$ cat src/rtl/alu_pkg.sv
// Shared definitions for the ALU control decoder and its sequencer:
// ALU operation codes, RV32 opcode / funct7 constants and the sequencer states.
package alu_pkg;

    typedef enum logic [4:0] {
        ALU_ADD    = 5'd0,
        ALU_SUB    = 5'd1,
        ALU_AND    = 5'd2,
        ALU_OR     = 5'd3,
        ALU_XOR    = 5'd4,
        ALU_SLT    = 5'd5,
        ALU_SLTU   = 5'd6,
        ALU_SLL    = 5'd7,
        ALU_SRL    = 5'd8,
        ALU_SRA    = 5'd9,
        ALU_PASSB  = 5'd10,
        ALU_MUL    = 5'd11,
        ALU_MULH   = 5'd12,
        ALU_MULHSU = 5'd13,
        ALU_MULHU  = 5'd14,
        ALU_DIV    = 5'd15,
        ALU_DIVU   = 5'd16,
        ALU_REM    = 5'd17,
        ALU_REMU   = 5'd18
    } alu_op_e;

    localparam logic [6:0] OP_LOAD   = 7'b0000011;
    localparam logic [6:0] OP_STORE  = 7'b0100011;
    localparam logic [6:0] OP_RTYPE  = 7'b0110011;
    localparam logic [6:0] OP_ITYPE  = 7'b0010011;
    localparam logic [6:0] OP_BRANCH = 7'b1100011;
    localparam logic [6:0] OP_JAL    = 7'b1101111;
    localparam logic [6:0] OP_JALR   = 7'b1100111;
    localparam logic [6:0] OP_LUI    = 7'b0110111;
    localparam logic [6:0] OP_AUIPC  = 7'b0010111;

    localparam logic [6:0] F7_BASE   = 7'b0000000;
    localparam logic [6:0] F7_ALT    = 7'b0100000;
    localparam logic [6:0] F7_MULDIV = 7'b0000001;

    typedef enum logic {
        ST_IDLE = 1'b0,
        ST_RUN  = 1'b1
    } state_e;

endpackage

$ cat src/rtl/alu_op_decode.sv
// Combinational RV32I(+M) instruction-to-ALU-operation decoder.
// Illegal encodings always report ADD so the datapath sees a harmless op.
module alu_op_decode
    import alu_pkg::*;
#(
    parameter int ENABLE_M = 1
) (
    input  logic [6:0] op,
    input  logic [2:0] funct3,
    input  logic [6:0] funct7,
    output logic [4:0] code,
    output logic       is_muldiv,
    output logic       is_div,
    output logic       illegal
);

    // Map opcode class and function fields onto a single ALU operation
    always_comb begin
        code      = ALU_ADD;
        is_muldiv = 1'b0;
        is_div    = 1'b0;
        illegal   = 1'b0;
        case (op)
            OP_LOAD, OP_STORE, OP_AUIPC, OP_JAL, OP_JALR: code = ALU_ADD;
            OP_LUI: code = ALU_PASSB;
            OP_BRANCH: begin
                case (funct3)
                    3'b000, 3'b001: code = ALU_SUB;
                    3'b100, 3'b101: code = ALU_SLT;
                    3'b110, 3'b111: code = ALU_SLTU;
                    default:        illegal = 1'b1;
                endcase
            end
            OP_RTYPE: begin
                if (funct7 == F7_BASE) begin
                    case (funct3)
                        3'b000:  code = ALU_ADD;
                        3'b001:  code = ALU_SLL;
                        3'b010:  code = ALU_SLT;
                        3'b011:  code = ALU_SLTU;
                        3'b100:  code = ALU_XOR;
                        3'b101:  code = ALU_SRL;
                        3'b110:  code = ALU_OR;
                        default: code = ALU_AND;
                    endcase
                end else if (funct7 == F7_ALT) begin
                    case (funct3)
                        3'b000:  code = ALU_SUB;
                        3'b101:  code = ALU_SRA;
                        default: illegal = 1'b1;
                    endcase
                end else if (funct7 == F7_MULDIV && ENABLE_M != 0) begin
                    // M ops are laid out contiguously from MUL in funct3 order;
                    // funct3[2] separates the divide group from the multiplies.
                    code      = 5'(ALU_MUL) + {2'b00, funct3};
                    is_muldiv = 1'b1;
                    is_div    = funct3[2];
                end else begin
                    illegal = 1'b1;
                end
            end
            OP_ITYPE: begin
                // Immediate ops have no SUB; funct7 only qualifies the shifts.
                case (funct3)
                    3'b000: code = ALU_ADD;
                    3'b001: begin
                        if (funct7 == F7_BASE) code = ALU_SLL;
                        else                   illegal = 1'b1;
                    end
                    3'b010: code = ALU_SLT;
                    3'b011: code = ALU_SLTU;
                    3'b100: code = ALU_XOR;
                    3'b101: begin
                        if (funct7 == F7_BASE)     code = ALU_SRL;
                        else if (funct7 == F7_ALT) code = ALU_SRA;
                        else                       illegal = 1'b1;
                    end
                    3'b110:  code = ALU_OR;
                    default: code = ALU_AND;
                endcase
            end
            default: illegal = 1'b1;
        endcase
        if (illegal) begin
            code = ALU_ADD;
        end
    end

endmodule

$ cat src/rtl/alu_ctrl_seq.sv
// ALU control sequencer: registers the decoded ALU code on an accepted start,
// answers single-cycle ops with a done pulse, and for mul/div ops launches the
// iterative unit and holds busy for the configured number of cycles.
module alu_ctrl_seq
    import alu_pkg::*;
#(
    parameter int CTRL_W     = 5,
    parameter int ENABLE_M   = 1,
    parameter int MUL_CYCLES = 4,
    parameter int DIV_CYCLES = 32
) (
    input  logic              clk,
    input  logic              reset,
    input  logic              start,
    input  logic [6:0]        op,
    input  logic [2:0]        funct3,
    input  logic [6:0]        funct7,
    output logic [CTRL_W-1:0] alu_ctrl,
    output logic              is_muldiv,
    output logic              md_start,
    output logic              busy,
    output logic              done,
    output logic              illegal
);

    localparam int MAX_CYC = (MUL_CYCLES > DIV_CYCLES) ? MUL_CYCLES : DIV_CYCLES;
    localparam int CNT_W   = (MAX_CYC > 1) ? $clog2(MAX_CYC) : 1;
    localparam logic [CNT_W-1:0] MUL_LOAD = CNT_W'(MUL_CYCLES - 1);
    localparam logic [CNT_W-1:0] DIV_LOAD = CNT_W'(DIV_CYCLES - 1);

    state_e            state, state_nxt;
    logic [CNT_W-1:0]  cnt, cnt_nxt;
    logic [4:0]        dec_code;
    logic              dec_muldiv, dec_div, dec_illegal;
    logic [CTRL_W-1:0] alu_ctrl_nxt;
    logic              is_muldiv_nxt, md_start_nxt, busy_nxt, done_nxt, illegal_nxt;

    alu_op_decode #(
        .ENABLE_M (ENABLE_M)
    ) u_decode (
        .op        (op),
        .funct3    (funct3),
        .funct7    (funct7),
        .code      (dec_code),
        .is_muldiv (dec_muldiv),
        .is_div    (dec_div),
        .illegal   (dec_illegal)
    );

    // State, counter and all registered outputs; reset wins in any state
    always_ff @(posedge clk) begin
        if (reset) begin
            state     <= ST_IDLE;
            cnt       <= '0;
            alu_ctrl  <= '0;
            is_muldiv <= 1'b0;
            md_start  <= 1'b0;
            busy      <= 1'b0;
            done      <= 1'b0;
            illegal   <= 1'b0;
        end else begin
            state     <= state_nxt;
            cnt       <= cnt_nxt;
            alu_ctrl  <= alu_ctrl_nxt;
            is_muldiv <= is_muldiv_nxt;
            md_start  <= md_start_nxt;
            busy      <= busy_nxt;
            done      <= done_nxt;
            illegal   <= illegal_nxt;
        end
    end

    // Only an accepted mul/div op leaves IDLE; RUN ends when the count expires
    always_comb begin
        state_nxt = state;
        case (state)
            ST_IDLE: if (start && dec_muldiv) state_nxt = ST_RUN;
            ST_RUN:  if (cnt == '0)           state_nxt = ST_IDLE;
            default:                          state_nxt = ST_IDLE;
        endcase
    end

    // Next values of the registered outputs; op fields are captured only on accept
    always_comb begin
        alu_ctrl_nxt  = alu_ctrl;
        is_muldiv_nxt = is_muldiv;
        illegal_nxt   = illegal;
        cnt_nxt       = cnt;
        md_start_nxt  = 1'b0;
        busy_nxt      = 1'b0;
        done_nxt      = 1'b0;
        case (state)
            ST_IDLE: begin
                if (start) begin
                    alu_ctrl_nxt  = CTRL_W'(dec_code);
                    is_muldiv_nxt = dec_muldiv;
                    illegal_nxt   = dec_illegal;
                    if (dec_muldiv) begin
                        md_start_nxt = 1'b1;
                        busy_nxt     = 1'b1;
                        cnt_nxt      = dec_div ? DIV_LOAD : MUL_LOAD;
                    end else begin
                        done_nxt = 1'b1;
                    end
                end
            end
            ST_RUN: begin
                if (cnt == '0) begin
                    done_nxt = 1'b1;
                end else begin
                    busy_nxt = 1'b1;
                    cnt_nxt  = cnt - 1'b1;
                end
            end
            default: ;
        endcase
    end

endmodule

$ cat config.mk
export PLATFORM = sky130hd
export DESIGN_NAME = alu_ctrl_seq
export DESIGN_NICKNAME = d
export VERILOG_FILES = /design/src/rtl/alu_pkg.sv /design/src/rtl/alu_op_decode.sv /design/src/rtl/alu_ctrl_seq.sv
export SDC_FILE = /design/constraint.sdc
export NUM_CORES = 1
export LEC_CHECK = 0
export CORE_ASPECT_RATIO = 1.4
export CORE_UTILIZATION = 51
export DETAILED_ROUTE_END_ITERATION = 10
export DONT_BUFFER_PORTS = 1
export GPL_TIMING_DRIVEN = 0
export HOLD_SLACK_MARGIN = 0.05
export MAX_ROUTING_LAYER = met4
export PLACE_DENSITY = 0.66
export SLEW_MARGIN = 20
export SYNTH_ARGS = -nofsm -noshare
export SYNTH_HDL_FRONTEND = slang
export SYNTH_SLANG_ARGS = --single-unit
$ cat constraint.sdc
create_clock -name clk -period 3.22 [get_ports clk]
set_input_delay 0.966 -clock clk [delete_from_list [all_inputs] [get_ports clk]]
set_output_delay 0.966 -clock clk [all_outputs]
set_load 0.01 [all_outputs]
==> metrics.sh <==
OUTCOME='complete, no violations'
HOLD-PATH-ENDPOINT='cnt[4]'
REPORT.FINAL.SETUP_VIOL=0
NUM-FILL-CELLS=240
NETLIST_TOP_CELLS_AREA='dfxtp_1 23%, ha_1 7.8%, nor2_1 4.7%'
PWR_DENSITY_CELL_nW_PER_UM2=262
GP_ROUTABILITY_CONGESTION=0.881
ANTENNA_LEFT=0
GLOBALROUTETOTALUTIL_PCT=24.7
MAPPEDNETLISTAREA_SQ_UM=1290
IOS=30
ROUTED_WIRELENGTH_MICRONS=3170
FINALHOLDVIOLATIONS=0
PLACED_CELL_AREA_SQ_UM=1330
GR-TOTAL-OVERFLOW=0
TOTALNEGATIVESETUPSLACK_NS=0
CTS_HTREE_LEVELS=1
YOSYSTOPAREACELL='dfxtp_1'
NUM_VIAS=1261
WORST-R2R-SETUP-SLACK_NS=1.58
WORST_SLACK_PLACED_NS=0.602
CTS_MADE_BUFFERS=3
WORSTHOLDPATHCELLS=2
WORST_SLEW_MARGIN_REL_PCT=70.7
CRITPATHKIND='in -> reg'
INITIAL_ANTENNA_VIOLATION_COUNT=0
WORST-SLEW-PIN-TRANSITION_NS=0.439
POST_CTS_SETUP_BUFFER_COUNT=0
WORST-PATH-MAX-FANOUT=8
CTS_HOLD_REPAIR.BUFFERS=0
POSTSYNTHREGISTERBITS=15
GRT_MAX_DEGREE=11
SYNTH_EDF_COUNT=0
DRIVE_ABOVE_1_SHARE_PCT=10.1
INSERTEDDIODECOUNT=0
GRT_PASS1_VIAS=1157
NETLIST_TOP_CELLS_COUNT='16 x nor2_1, 15 x dfxtp_1, 15 x nand2_1'
ROW_COUNT=21
CLOCKBUFFERDEPTH=2
ENDPOINT_TYPE_OF_THE_WORST_SETUP_PATH='flip-flop'
DPL.HPWL_MICRONS=2630
WORSTPATHREQUIRED_NS=3.44
FINCLKSKEW_NS=0.00430
CRIT_ARRIVAL_NS=2.56
RR_ENDPOINT='cnt[1]'
MAX-CAP-VIOLATIONS=0
SYNTH-MAIN-FF-CELL='dfxtp_1'
FINAL_STAGE_NET_COUNT=197
CRIT_CHAIN='inv_1 -> ha_1 -> inv_1 -> nor4_2 -> a21oi_1 -> or4_1 -> a22oi_2'
WIRE_PER_INST_MICRONS=15.7
FINISH.UTILIZATION_PCT=56.8
IR_DROP_uV=113
POST_CTS_GATE_RESIZE_COUNT=0
CTS_ROOT_BUF='clkbuf_4'
AVGSYNTHCELLAREA_SQ_UM=7.86
SYNTH.MOST_COMMON_CELL='nor2_1'
FINAL_CELL_AREA_SQ_UM=1360
CLK_LATENCY_NS=0.29
SYNTHESIS.YOSYS.WARNINGS=0
DRT_ITER0_MARKERS=26
DRT_DRC_VIOLATIONS_LEFT=0
CTS_SINKS=15
FINALWORSTSETUPSLACK_NS=0.883
TIMING.FMAX_MHz=428
WORSTREG2REGSTART='state'
POST_DRT_VIA_CELL_RATIO=6.24
TRITONCTS='done'
NETLIST.AREA_LEADER.SHARE_PCT=23.3
HOLD_SLACK_NS=0.496
WORST_HOLD_STARTPOINT='cnt[4]'
FIN_CRIT_NS=2.34
SYNTH_ASYNC_SR_FLOP_SHARE_PCT=0
FF2FF_PATH_DEPTH=5
WORSTPATHBUFFERINVERTERCOUNT=2
LEAKAGEPOWER_nW=0.438
SETUP_REPAIR_AFTER_GLOBAL_ROUTING_MISSED_ITS_MARGIN='false'
PORT_BUFFERS=0
FP.DIEW_MICRONS=44.5
GLOBAL_ROUTE_WIRE_LENGTH_BEFORE_REPAIR_MICRONS=5020
FINAL_NUMBER_OF_MAX_TRANSITION_VIOLATIONS=0
SEQ_AREA_FRAC_SYNTH_PCT=23.3
HOLD_PATH.CLASS='reg -> reg'
PATH_CLK_SLEW_NS=0.09
CRITICAL_PATH.MAX_STAGE_DELAY_NS=0.42
TIMING.FINAL.CRIT_SHARE_PCT=72.6
SYNTHTOLAYOUTAREAGROWTH_PCT=5.44
CORE_AREA_SQ_UM=2390
DIE_H_MICRONS=61.5
PATH_COMMON_CELL='inv_1'
NETLIST_INSTANCES=164
WORST_PATH_MAX_DELAY_CELL='or4_1'
DETAIL_ROUTE.FIRST_PASS.ITERATIONS=4
DIE_OUTLINE_AREA_SQ_UM=2730
INITIAL_UTILIZATION_PCT=53.9
YS_TYPES=50
START_KIND='input pin'
CRITICAL_PATH.TOP_DELAY_FAMILY='simple AND/OR/NAND/NOR gates'
SYNTH_FP_NETS=192
where the power goes:
group / total (mW) / internal [mW] / switching, mW
logic: 0.0567 / 0.0221 / 0.0346
registers: 0.189 / 0.187 / 0.00153
clock network: 0.111 / 0.0462 / 0.0644
total: 0.356 / 0.255 / 0.101
cell type report:
cell class	instances	area, sq um	share of cell area (%)
clock buffers	3	22.5	1.66
clock inverters	1	5.00	0.368
plain buffers	7	28.8	2.12
flip-flops and latches	15	300	22.1
inverters	9	33.8	2.49
well taps	34	42.5	3.13
multi-input cells	133	926	68.1
tightest hold or removal path: cells and delay by family (launching register included):
family             cells  cell delay (ns)
AOI/OAI and AO/OA      2             0.13
DFF                    1             0.32
worst max-delay path by stage:
stage,start,to,cells past startpoint
global route,funct3[1],alu_ctrl[0],7
CTS,funct3[1],alu_ctrl[0],7
floorplan,funct3[1],alu_ctrl[0],7
finish,funct3[1],alu_ctrl[0],7
detailed placement,funct3[1],alu_ctrl[0],7
global placement,funct3[1],alu_ctrl[0],7
routing by layer:
metal  share of wire (%)  wire length, microns  up-vias  GRT usage [%]
met5                   0                     0        -              -
met4                 4.0                   128        0           11.7
met3                 4.7                   148       12           3.52
met2                  52                  1650       42           43.5
met1                  39                  1250      584           27.1
li1                    -                     -      623              -
logic make-up (layout without fill, tap and decap cells):
logic type / after synthesis / count (layout) / share of synthesized area, %
adder cells (fa/ha/maj): 8 / 8 / 7.77
buffers and inverters: 16 / 20 / 4.85
XOR/XNOR: 1 / 1 / 0.680
flip-flops: 15 / 15 / 23.3
AND/OR/NAND/NOR: 74 / 74 / 32.2
multiplexers: 4 / 4 / 3.11
AO/OA/AOI/OAI: 46 / 46 / 28.1
through the flow:
stage	power [mW]	std cells
after floorplan	0.239	164
after global placement	0.248	198
after detailed placement	0.249	198
after CTS	0.354	202
after global routing	0.369	202
final	0.356	202
registers in the layout, indices dropped and copies added, names as in the netlist:
signal and cells:
alu_ctrl 5, md_start 1, illegal 1, state 1, done 1, is_muldiv 1, cnt 5
cells in the final DEF, fill, tap and decap left out, types with 3 or more instances in the layout:
master     n
mux2i_1    4
nor2b_1    7
o21ai_0    7
a311oi_1   3
clkbuf_4   3
o211ai_1   4
o31a_1     3
nor3_1     6
a221oi_2   3
a21oi_1    7
nor2_1    16
inv_1      9
nand2_1   15
ha_1       8
clkbuf_1   4
o21ai_1    4
nor4_1     3
dfxtp_1   15
nand4_1    4
No activity file was read; power rests on OpenSTA's default activity.
